--- src/rtl/core_pkg.sv ---
// Shared core definitions: datapath width, reset vector and the layout of a
// fetched instruction entry as it travels from fetch to decode.
package core_pkg;

    // Architectural register / address width.
    localparam int unsigned XLEN = 32;

    // Byte address the core starts fetching from after reset.
    localparam logic [XLEN-1:0] RESET_PC = 32'h0000_0000;

    // Canonical NOP (addi x0, x0, 0), used by downstream stages as a bubble.
    localparam logic [XLEN-1:0] INSTR_NOP = 32'h0000_0013;

    // One fetch queue entry: the PC travels in the upper half, the word below.
    typedef struct packed {
        logic [XLEN-1:0] pc;
        logic [XLEN-1:0] instr;
    } fetch_entry_t;

    localparam int unsigned FETCH_ENTRY_W = 2 * XLEN;

    // Force a byte address onto a 32-bit word boundary.
    function automatic logic [XLEN-1:0] word_align(input logic [XLEN-1:0] addr);
        return {addr[XLEN-1:2], 2'b00};
    endfunction

    // True when a byte address is not on a word boundary.
    function automatic logic is_misaligned(input logic [XLEN-1:0] addr);
        return |addr[1:0];
    endfunction

endpackage : core_pkg

--- src/rtl/fetch_fifo.sv ---
// Small synchronous in-order queue for fetched words. Pointers carry one
// extra wrap bit so full and empty are distinguished without a counter.
// The head is read combinationally from registered storage; when the queue
// is empty the output holds the last popped entry.
module fetch_fifo #(
    parameter int unsigned DEPTH = 2,
    parameter int unsigned WIDTH = 64
) (
    input  logic             clk_i,
    input  logic             rst_ni,
    input  logic             push_i,
    input  logic             pop_i,
    input  logic             flush_i,
    input  logic [WIDTH-1:0] data_i,
    output logic [WIDTH-1:0] data_o,
    output logic             full_o,
    output logic             empty_o
);

    localparam int unsigned AW = (DEPTH > 1) ? $clog2(DEPTH) : 1;

    logic [AW:0]      wr_ptr_q, wr_ptr_d;
    logic [AW:0]      rd_ptr_q, rd_ptr_d;
    logic [WIDTH-1:0] hold_q,   hold_d;
    logic [WIDTH-1:0] mem_q [DEPTH];
    logic [WIDTH-1:0] mem_d [DEPTH];
    logic [WIDTH-1:0] head;
    logic             do_push;
    logic             do_pop;

    // Occupancy flags derived from the wrap bit and the index bits.
    always_comb begin
        empty_o = (wr_ptr_q == rd_ptr_q);
        full_o  = (wr_ptr_q[AW] != rd_ptr_q[AW]) &&
                  (wr_ptr_q[AW-1:0] == rd_ptr_q[AW-1:0]);
    end

    // Head of queue, or the last popped entry while empty.
    always_comb begin
        head   = mem_q[rd_ptr_q[AW-1:0]];
        data_o = empty_o ? hold_q : head;
    end

    // Next-state: flush beats everything; a push into a full queue is only
    // legal when the head is leaving in the same cycle.
    always_comb begin
        wr_ptr_d = wr_ptr_q;
        rd_ptr_d = rd_ptr_q;
        hold_d   = hold_q;
        mem_d    = mem_q;
        do_push  = push_i && (!full_o || pop_i);
        do_pop   = pop_i && !empty_o;
        if (flush_i) begin
            wr_ptr_d = '0;
            rd_ptr_d = '0;
        end else begin
            if (do_push) begin
                mem_d[wr_ptr_q[AW-1:0]] = data_i;
                wr_ptr_d = wr_ptr_q + 1'b1;
            end
            if (do_pop) begin
                hold_d   = head;
                rd_ptr_d = rd_ptr_q + 1'b1;
            end
        end
    end

    // Pointer and held-output registers, cleared by reset.
    always_ff @(posedge clk_i or negedge rst_ni) begin
        if (!rst_ni) begin
            wr_ptr_q <= '0;
            rd_ptr_q <= '0;
            hold_q   <= '0;
        end else begin
            wr_ptr_q <= wr_ptr_d;
            rd_ptr_q <= rd_ptr_d;
            hold_q   <= hold_d;
        end
    end

    // Entry storage; contents are only meaningful behind valid pointers.
    always_ff @(posedge clk_i) begin
        mem_q <= mem_d;
    end

endmodule : fetch_fifo

--- src/rtl/fetch_unit.sv ---
// Instruction fetch stage: owns the fetch PC, drives the instruction memory
// address, and queues each returned word with its PC for decode. A branch
// redirect from EX restarts fetch at the (word-aligned) target and drops
// everything already buffered.
module fetch_unit
    import core_pkg::*;
#(
    parameter int unsigned     XLEN       = core_pkg::XLEN,
    parameter logic [XLEN-1:0] RESET_PC   = core_pkg::RESET_PC,
    parameter int unsigned     FIFO_DEPTH = 2
) (
    input  logic            clk_i,
    input  logic            rst_ni,
    output logic [XLEN-1:0] imem_addr_o,
    input  logic [XLEN-1:0] imem_data_i,
    input  logic            redirect_i,
    input  logic [XLEN-1:0] redirect_pc_i,
    output logic            instr_valid_o,
    input  logic            instr_ready_i,
    output logic [XLEN-1:0] instr_o,
    output logic [XLEN-1:0] pc_o,
    output logic            misaligned_o
);

    localparam int unsigned ENTRY_W = 2 * XLEN;

    logic [XLEN-1:0]    pc_q, pc_d;
    logic               misaligned_q, misaligned_d;
    logic               fifo_full;
    logic               fifo_empty;
    logic               push;
    logic               pop;
    logic [ENTRY_W-1:0] wr_entry;
    logic [ENTRY_W-1:0] rd_entry;

    // Handshake and queue control. Redirect suppresses both sides so that
    // nothing fetched from the wrong path survives the flush.
    always_comb begin
        instr_valid_o = !fifo_empty;
        pop           = instr_valid_o && instr_ready_i;
        push          = !redirect_i && (!fifo_full || pop);
        wr_entry      = {pc_q, imem_data_i};
    end

    fetch_fifo #(
        .DEPTH (FIFO_DEPTH),
        .WIDTH (ENTRY_W)
    ) u_fifo (
        .clk_i   (clk_i),
        .rst_ni  (rst_ni),
        .push_i  (push),
        .pop_i   (pop && !redirect_i),
        .flush_i (redirect_i),
        .data_i  (wr_entry),
        .data_o  (rd_entry),
        .full_o  (fifo_full),
        .empty_o (fifo_empty)
    );

    // Decode-side outputs come straight from registered queue state.
    always_comb begin
        pc_o         = rd_entry[ENTRY_W-1:XLEN];
        instr_o      = rd_entry[XLEN-1:0];
        imem_addr_o  = pc_q;
        misaligned_o = misaligned_q;
    end

    // Next fetch PC: redirect target, sequential advance on push, else stall.
    always_comb begin
        pc_d         = pc_q;
        misaligned_d = 1'b0;
        if (redirect_i) begin
            pc_d         = {redirect_pc_i[XLEN-1:2], 2'b00};
            misaligned_d = |redirect_pc_i[1:0];
        end else if (push) begin
            pc_d = pc_q + XLEN'(4);
        end
    end

    // Fetch PC and misalignment pulse registers.
    always_ff @(posedge clk_i or negedge rst_ni) begin
        if (!rst_ni) begin
            pc_q         <= RESET_PC;
            misaligned_q <= 1'b0;
        end else begin
            pc_q         <= pc_d;
            misaligned_q <= misaligned_d;
        end
    end

endmodule : fetch_unit

--- config.mk ---
export PLATFORM = sky130hd
export DESIGN_NAME = fetch_unit
export DESIGN_NICKNAME = d
export VERILOG_FILES = /design/src/rtl/core_pkg.sv /design/src/rtl/fetch_fifo.sv /design/src/rtl/fetch_unit.sv
export SDC_FILE = /design/constraint.sdc
export NUM_CORES = 1
export LEC_CHECK = 0
export BUFFER_PORTS_ARGS = -buffer_cell sky130_fd_sc_hd__buf_2
export CORE_MARGIN = 3
export CORE_UTILIZATION = 50
export DETAILED_ROUTE_END_ITERATION = 16
export PLACE_DENSITY = 0.81
export SYNTH_ARGS = -nofsm -noshare
export SYNTH_HDL_FRONTEND = slang
export SYNTH_SLANG_ARGS = --single-unit
--- constraint.sdc ---
create_clock -name clk_i -period 6.2 [get_ports clk_i]
set_clock_uncertainty 0.15 [all_clocks]
set_input_delay 0.62 -clock clk_i [delete_from_list [all_inputs] [get_ports clk_i]]
set_output_delay 0.62 -clock clk_i [all_outputs]
set_load 0.03 [all_outputs]
Word-level counts from Yosys, hierarchy flattened
Index checks and enable logic that the tools add are counted.
{"block": "totals", "regBits": 229, "elab_cells": 51, "input_bits": 68}
{"block": "classes", "eq_ne": 3, "order_cmp": 3, "add_sub_neg": 3, "bitwise": 3, "muxes": 14, "n_reduce_logical": 18}
{"op": "$mux 64", "count": 5}
{"op": "$bwmux 128", "count": 1}
{"op": "$demux 64 s1", "count": 1}
{"op": "$mux 32", "count": 2}
{"op": "$add 32x3->32 const B", "count": 1}
{"op": "$mux 2", "count": 4}
{"op": "$logic_and 1x1->1", "count": 7}
{"op": "$reduce_bool 2->1", "count": 3}
{"op": "$add 2x1->2 const B", "count": 2}
{"op": "$ge 2x2->1 const B", "count": 2}
{"op": "$not 1->2", "count": 2}
{"op": "$reduce_and 2->1", "count": 2}
{"op": "$logic_not 1->1", "count": 3}
{"op": "$eq 2x2->1", "count": 1}
{"op": "$logic_or 1x1->1", "count": 2}
{"op": "$lt 2x1->1 const B", "count": 1}
{"op": "$reduce_or 2->1", "count": 1}
{"op": "$eq 1x1->1", "count": 1}
{"op": "$mux 1", "count": 1}
{"op": "$ne 1x1->1", "count": 1}
{"op": "$not 1->1", "count": 1}

Logic depth before layout (Yosys ltp)
Gate-level depths: netlist of the first run.
{"block": "logic_depth", "word_depth": 8, "mapped_depth": 8}

Modules after synthesis
Synthesis of the first run repeated with hierarchy kept, for this count alone.
{"block": "unflattened", "hier_cells": 667, "hier_area_um2": 10229.8}
{"mod": "fetch_fifo", "n_inst": 1, "area_each_um2": 8341.8, "cells_per_inst": 444}
{"mod": "fetch_unit", "n_inst": 1, "area_each_um2": 1888.1, "cells_per_inst": 223}

Least setup slack after synthesis of the first run
OpenSTA, ideal clock, no wires.
{"block": "synth_path", "path_type": "register to register", "from": "register u_fifo.wr_ptr_q[1]", "to": "register u_fifo.mem_q[0] in the netlist's numbering (enable)", "n_path_buf": 0, "required_time_ps": 5479, "stages_incl_launch_ff": 4, "arrival_time_ps": 5417, "slack_ps": 62, "setup_time_ps": 571, "path_cell_list": "dfrtp_1 > xnor2_1 > nor3_1 > nor3b_1"}
{"block": "synth_via", "elab_chain_cells": 7}
{"item": "from (decl)", "line_no": "fetch_fifo.sv:22", "text": "logic [AW:0] wr_ptr_q, wr_ptr_d;"}
{"item": "from (signal assigned)", "line_no": "fetch_fifo.sv:75", "text": "wr_ptr_q <= wr_ptr_d;"}
{"item": "$eq 2x2->1 / $ne 1x1->1 (equally long branches)", "line_no": "fetch_fifo.sv:33, fetch_fifo.sv:34"}
{"item": "$logic_not 1->1 / $logic_and 1x1->1 (equally long branches)", "line_no": "fetch_unit.sv:39, fetch_fifo.sv:34"}
{"item": "$logic_and 1x1->1 / $logic_not 1->1 (equally long branches)", "line_no": "fetch_unit.sv:40, fetch_fifo.sv:51, fetch_unit.sv:41"}
{"item": "$logic_or 1x1->1 / $logic_and 1x1->1 (equally long branches)", "line_no": "fetch_unit.sv:41, fetch_unit.sv:52"}
{"item": "$logic_and 1x1->1 / $logic_or 1x1->1 (equally long branches)", "line_no": "fetch_unit.sv:41, fetch_fifo.sv:51"}
{"item": "$logic_and 1x1->1 *", "line_no": "fetch_fifo.sv:51", "text": "do_push = push_i && (!full_o || pop_i);"}
{"item": "$reduce_and 2->1 (no source line) *"}
{"item": "to (signal assigned)", "line_no": "fetch_fifo.sv:83", "text": "mem_q <= mem_d;"}
{"item": "to (decl)", "line_no": "fetch_fifo.sv:25", "text": "logic [WIDTH-1:0] mem_q [DEPTH];"}
Every way passes the cells marked *; elsewhere a longest branch is shown, timed or not.
A chain may end at the register's enable or synchronous reset.

Worst setup path in the final report of the first run
{"block": "layout_path", "from": "register u_fifo.rd_ptr_q[0]", "to": "output pc_o[15]"}
{"block": "layout_via", "elab_chain_cells": 5}
{"item": "from (decl)", "line_no": "fetch_fifo.sv:23", "text": "logic [AW:0] rd_ptr_q, rd_ptr_d;"}
{"item": "from (signal assigned)", "line_no": "fetch_fifo.sv:76", "text": "rd_ptr_q <= rd_ptr_d;"}
{"item": "$not 1->2 (implied by the code)", "line_no": "fetch_fifo.sv:40", "text": "head = mem_q[rd_ptr_q[AW-1:0]];"}
{"item": "$mux 64 (implied by the code) (3 in series)", "line_no": "fetch_fifo.sv:40"}
{"item": "$mux 64 *", "line_no": "fetch_fifo.sv:41", "text": "data_o = empty_o ? hold_q : head;"}
{"item": "to (decl)", "line_no": "fetch_unit.sv:21", "text": "output logic [XLEN-1:0] pc_o,"}
Every way passes the cells marked *; elsewhere a longest branch is shown, timed or not. The select of a mux whose other input is x is not followed.

==> results of run 1 <==
## area by class of cell
cell class | instances | area share
Clock buffer | 31 | 0.0587
Clock inverter | 10 | 0.00981
Inverter | 7 | 0.00242
Multi-Input combinational cell | 480 | 0.257
Sequential cell | 221 | 0.568
Tap cell | 225 | 0.0260
Timing Repair Buffer | 167 | 0.0787
## flip-flops by register name, summed over array words and instances (netlist names)
signal / flops
u_fifo.wr_ptr_q: 2
misaligned_o: 1
u_fifo.hold_q: 62
u_fifo.rd_ptr_q: 2
u_fifo.mem_q: 124
imem_addr_o: 30
## worst paths after layout
path                                                      from                        endpoint  slack, ns  cells past startpoint
worst min-delay path                                    rst_ni   u_fifo.hold_q[26]$_DFFE_PN0P_      0.006                      1
worst max register to register  u_fifo.rd_ptr_q[0]$_DFFE_PN0P_   u_fifo.hold_q[62]$_DFFE_PN0P_       3.16                      5
worst min register to register   u_fifo.hold_q[16]$_DFFE_PN0P_   u_fifo.hold_q[16]$_DFFE_PN0P_       0.33                      2
min in group clk_i                             imem_data_i[30]      u_fifo.mem_q[94]$_DFFE_PP_       0.16                      1
max in group asynchronous                               rst_ni  u_fifo.rd_ptr_q[0]$_DFFE_PN0P_       4.72                      2
worst max-delay path            u_fifo.rd_ptr_q[0]$_DFFE_PN0P_                        pc_o[15]       2.50                      6
## cell usage after synthesis (3+ instances only)
master	instances
buf_4	5
inv_1	6
xor2_1	22
nor2_1	77
nand2_1	95
a21oi_1	62
or4_1	3
clkbuf_1	23
xnor2_1	11
buf_2	4
nand4_1	9
buf_1	15
a31oi_1	4
o21ai_0	87
nor3_1	4
dfrtp_1	97
nand3_1	16
edfxtp_1	124
mux2i_1	63
nor4_1	3
## cell usage in the layout, fill, tap and decap left out, types with 2 or more instances in the layout
master        n
buf_2       160
edfxtp_1    124
dfrtp_1      96
nand2_1      94
o21ai_0      87
nor2_1       77
mux2i_1      63
a21oi_1      62
clkbuf_16    24
xor2_1       22
nand3_1      15
xnor2_1      11
nand4_1       9
buf_4         7
inv_1         6
clkbuf_1      6
a31oi_1       4
conb_1        4
nor3_1        3
clkinv_1      3
nor4_1        3
or4_1         3
clkinv_2      3
nand4_4       2
o31ai_1       2
or3_1         2
clkinvlp_4    2
bufinv_16     2
## critical path: stages (launching register included)
cell and delay (ns):
dfrtp_4 0.49, xnor2_1 0.21, nand2_4 0.53, buf_4 0.64, nor2_1 0.08, a21oi_1 0.21, buf_2 0.24
## through the flow
stage / utilization / std cells / power [uW] / cell area [sq um] / hold WS, ns
4_1_cts: 0.616 / 1141 / 6680 / 10800 / 0.0221
6_report: 0.616 / 1141 / 6600 / 10800 / 0.00602
2_1_floorplan: - / 755 / 4440 / 9130 / 0.174
3_5_place_dp: 0.574 / 1100 / 5320 / 10100 / 0.321
3_3_place_gp: 0.574 / 1100 / 5250 / 10100 / 0.312
5_1_grt: 0.616 / 1141 / 6990 / 10800 / 0.0276
## layer usage
layer,track usage,vias up
met5,0,-
met4,0.0423,0
met3,0.0326,26
met2,0.311,182
met1,0.267,2914
li1,-,2964
## logic make-up (layout without fill, tap and decap cells)
kind of cell    Yosys count  in the layout  share of synthesized area
fa+ha+maj                 1              1                    0.00137
flops                   221            221                      0.674
simple gates            218            218                      0.106
other cells               1              4                   0.000411
mux                      64             64                     0.0704
compound gates          160            160                     0.0911
buf+inv                  54            215                     0.0248
xor+xnor                 33             33                     0.0317
## where the power goes
part           internal (uW)  total (uW)  switching (uW)  leakage [uW]
registers               1970        2160             196       0.00236
logic                    840        3100            2260       0.00168
clock network            805        1340             532      0.000358
total                   3610        6600            2990       0.00441
==> results.tsv, run 1 <==
stage	metric	value	unit
run_status	outcome	complete, no violations	
critical_path	CP max FO	65	
critical_path	worst path arrival time	2.93	ns
job	Max-cap violations	0	
place	I/O Buffers	161	
global_routing	initial antenna violation count	0	
timing	final count of negative-setup-slack endpoints	0	
global_routing	first-pass GRT wire length	30600	um
timing	Final Critical Period	3.70	ns
route	final antenna-violating net count	0	
timing	RSZ-0062 raised after global routing	no	
finish	Reg area	6150	sq um
clocking	CTS Buffer Depth	3	
route	Wirelength per Cell	16.7	um
clocking	Setup Buffers After CTS	0	
floorplan	die area	19900	sq um
timing	Final WS setup	2.50	ns
finish	fin nets	969	
clocking	post-CTS sizing	0	
timing	Tightest Pin Transition	1.14	ns
route	drt total wl	19000	um
synthesis	most area-hungry cell type in the Yosys netlist	edfxtp_1	
synthesis	YS warnings	0	
route	Initial DRC Count	315	
timing	Final Cycle Share	0.596	
global_routing	GRT Residual Overflow	0	
critical_path	WS Path Type	flop to output pin	
timing	Max-slew headroom	0.237	
clocking	clock sinks	221	
route	met3 routed WL	1090	um
floorplan	num ports	166	
timing	max-slew violation count	0	
synthesis	Synth top area share	0.408	
finish	Antenna diodes	0	
route	Met1 Routed Length	8450	um
global_routing	vias in the first global route	5970	
finish	area grow syn2layout	18.9	%
synthesis	Mapped Area	9120	sq um
route	met2 routed WL	9170	um
synthesis	share of synthesized flip-flops with an asynchronous set or reset	0.439	
synthesis	Post-synth EDFFs	124	
power	pwr/cell area	609	nW/um^2
power	VDD IR-drop max	0.447	mV
power	Leakage	0.00441	uW
clocking	Num CTS Buffers	23	
critical_path	critical path capture point type	output pin	
critical_path	WP data required	5.43	ns
route	Top Layer Used	met4	
critical_path	CP Launch Type	flop	
synthesis	syn_area_per_cell	12.1	sq um
floorplan	Rows	48	
floorplan	die height	141	um
hold_path	Hold Crit Class	primary input to asynchronous set/reset pin	
route	Via Count	6086	
clocking	CTS Root Cell	clkbuf_16	
place	GPL Wtd Cong	0.844	
route	Vias/cell	5.33	
floorplan	Starting Density	0.518	
timing	Setup TNS	0	ns
global_routing	Global Route Usage Sum	0.189	
floorplan	Die W	141	um
timing	final hold vios	0	
clocking	clk_lat worst skew	0.49	ns
global_routing	largest net degree at the start of global routing	70	
floorplan	core area	17600	sq um
synthesis	Yosys reg bits	221	
synthesis	number of distinct library cells after synthesis	39	
synthesis	register area share after synthesis	0.674	
place	Setup WS pre-CTS	2.71	ns
clocking	CTS clk-pin slew, worst paths	0.06	ns
place	HPWL Detailed	12100	um
synthesis	Syn Inst Count	752	
timing	Max Clock Freq	271	MHz
synthesis	dominant synthesized flop cell	edfxtp_1	
synthesis	Synth area leaders	edfxtp_1, dfrtp_1, mux2i_1, o21ai_0, nand2_1	
route	DRC	0	
finish	share of layout cells above drive strength 1	0.231	
finish	filler cell count	1368	
finish	area occupied by multi-input gates	2780	sq um
clocking	hold_buf cts	0	
clocking	CTS tree	done	
route	First-pass DRT Iterations	7	
clocking	CTS H-tree depth	1	
Power figures use the tool's default switching activity.
==> inputs of run 2 (changes only) <==
--- a/config.mk
+++ b/config.mk
@@ -7,9 +7,9 @@
 export LEC_CHECK = 0
 export BUFFER_PORTS_ARGS = -buffer_cell sky130_fd_sc_hd__buf_2
 export CORE_MARGIN = 3
-export CORE_UTILIZATION = 50
+export CORE_UTILIZATION = 55
 export DETAILED_ROUTE_END_ITERATION = 16
-export PLACE_DENSITY = 0.81
+export PLACE_DENSITY = 0.84
 export SYNTH_ARGS = -nofsm -noshare
 export SYNTH_HDL_FRONTEND = slang
 export SYNTH_SLANG_ARGS = --single-unit
==> constraint.sdc (replaced) <==
create_clock -name clk_i -period 3.4 [get_ports clk_i]
set_clock_uncertainty 0.15 [all_clocks]
set_input_delay 0.34 -clock clk_i [delete_from_list [all_inputs] [get_ports clk_i]]
set_output_delay 0.34 -clock clk_i [all_outputs]
set_load 0.03 [all_outputs]
==> run 2 against run 1 <==
  * Non-clock buffer count grew 75
  * First-iteration DRC count is 14% higher
  * Die area decreased by 8.7%
  * Count of clock-buffer cells in the layout grew 2
  * Largest power group unchanged
==> results.tsv, run 2 (synthesis results as in run 1) <==
stage	metric	value	unit
run_status	outcome	complete, no violations	
finish	Largest Register	u_fifo.mem_q	
finish	Final Util	0.726	
hold_path	Worst Hold Endpoint	u_fifo.rd_ptr_q[0]$_DFFE_PN0P_	
place	I/O Buffers	161	
clocking	clk_lat worst skew	0.49	ns
critical_path	CP Launch Point	u_fifo.wr_ptr_q[0]$_DFFE_PN0P_	
timing	final count of negative-setup-slack endpoints	0	
clocking	CTS clk-pin slew, worst paths	0.06	ns
timing	RSZ-0062 raised after global routing	no	
clocking	CTS tree	done	
timing	Max Clock Freq	334	MHz
finish	commonest cells after routing, fill and taps aside	buf_2, edfxtp_1, dfrtp_1, nand2_1, o21ai_0	
global_routing	Global Route Usage Sum	0.222	
power	Leakage	0.00478	uW
hold_path	min-delay src	instr_ready_i	
critical_path	CP Buf/Inv Count	2	
global_routing	first-pass GRT wire length	32300	um
hold_path	Hold Path Cell Cnt	4	
critical_path	WS Path Type	flop to output pin	
place	HPWL Detailed	12400	um
timing	Final Critical Period	2.99	ns
global_routing	initial antenna violation count	0	
timing	max-slew violation count	0	
floorplan	Die W	135	um
timing	final hold vios	0	
clocking	CTS H-tree depth	1	
finish	share of layout cells above drive strength 1	0.226	
clocking	CTS Buffer Depth	3	
critical_path	worst r2r src	u_fifo.wr_ptr_q[1]$_DFFE_PN0P_	
route	DRC	0	
route	final antenna-violating net count	0	
floorplan	Starting Density	0.568	
route	Vias/cell	5.40	
floorplan	core area	16100	sq um
clocking	CTS Root Cell	clkbuf_16	
critical_path	slowest stage cell, crit path	buf_4	
clocking	post-CTS sizing	0	
finish	fin nets	1043	
finish	filler cell count	1059	
critical_path	R2R cell count	5	
timing	Max-slew headroom	0.370	
critical_path	r2r setup slk	0.98	ns
critical_path	RR Endpoint	imem_addr_o[28]$_DFFE_PN0P_	
finish	area grow syn2layout	27.9	%
power	VDD IR-drop max	0.650	mV
timing	Tightest Pin Transition	0.944	ns
clocking	clock sinks	221	
route	Wirelength per Cell	16.7	um
timing	Final Cycle Share	0.880	
route	Initial DRC Count	360	
global_routing	GRT Residual Overflow	0	
finish	Antenna diodes	0	
finish	max reg flops	124	
route	Via Count	6517	
critical_path	worst path arrival time	2.50	ns
place	GPL Wtd Cong	0.830	
route	First-pass DRT Iterations	4	
critical_path	CP max FO	68	
global_routing	largest net degree at the start of global routing	69	
floorplan	num ports	166	
critical_path	CP Launch Type	flop	
global_routing	vias in the first global route	6529	
clocking	Num CTS Buffers	22	
critical_path	max incr delay on CP	0.52	ns
critical_path	WP data required	2.91	ns
route	drt total wl	20200	um
critical_path	CP delay by family, top	buffers and inverters	
floorplan	die area	18200	sq um
critical_path	CP cell instances	xnor2_1 > nand2_4 > buf_4 > nor2_1 > a21oi_1 > buf_2	
power	pwr/cell area	1060	nW/um^2
timing	Setup TNS	0	ns
hold_path	Hold Crit Class	primary input to flop	
floorplan	Rows	46	
critical_path	critical path capture point type	output pin	
job	Max-cap violations	0	
finish	leading cell type in the layout, fill and taps excluded	buf_2	
floorplan	die height	135	um
run 2: cell count changes in the layout (fill, tap and decap cells not counted), sizes merged:
cell / change
buf: +10
bufinv: +2
clkbuf: +2
clkinv: -3
clkinvlp: -2
dlygate4sd3: +65
run 2: stage by stage:
stage	worst slack, ns	cells	instance area [sq um]	power, uW	hold slack [ns]
detailed placement	0.954	1101	10200	9690	0.321
finish	0.408	1206	11700	12400	0.151
CTS	0.424	1206	11700	12400	0.125
floorplan	0.309	755	9150	8080	-0.106
global placement	1.06	1101	10200	9560	0.312
global route	0.281	1206	11700	13100	0.172
run 2: tightest hold or removal path, delay by kind of cell:
kind	cells	cell delay, ns
xor+xnor	1	0.08
buf+inv	1	0.16
simple gates	2	0.18
run 2: repair_timing:
action                     4_1_cts  5_1_grt
setup endpoints to repair        0        0
setup buffers                    0        0
hold buffers                    65        0
hold endpoints to repair       161        0
run 2: worst max path at each step:
stage                                            to  slack [ns]  depth (start not counted)
after detailed placement                instr_o[31]        0.95                          6
final                                   instr_o[31]        0.41                          6
after global placement                   instr_o[5]        1.06                          6
after floorplan           u_fifo.mem_q[0]$_DFFE_PP_        0.31                          3
after CTS                               instr_o[31]        0.42                          6
after global routing                     instr_o[5]        0.28                          6
run 2: power breakdown:
part,switching (uW),leakage (uW),internal (uW)
Combinational,4130,0.00201,1630
Clock,961,0.000403,1700
Sequential,376,0.00236,3580
run 2: metal layers:
layer / share of wire / GRT usage / vias up / wire [um]
met5: 0 / 0 / - / 0
met4: 0.027 / 0.0752 / 0 / 551
met3: 0.062 / 0.0436 / 46 / 1240
met2: 0.50 / 0.383 / 242 / 10200
met1: 0.41 / 0.285 / 3117 / 8240
li1: - / - / 3112 / -
run 2: final cells by class:
class	instances	area (sq um)	share of cell area
clock inverter	7	138	0.0118
multi-input combinational	480	2800	0.240
tap	216	270	0.0232
timing repair buffer	242	1590	0.136
sequential	221	6150	0.528
clock buffer	33	684	0.0587
inverter	7	26.3	0.00225
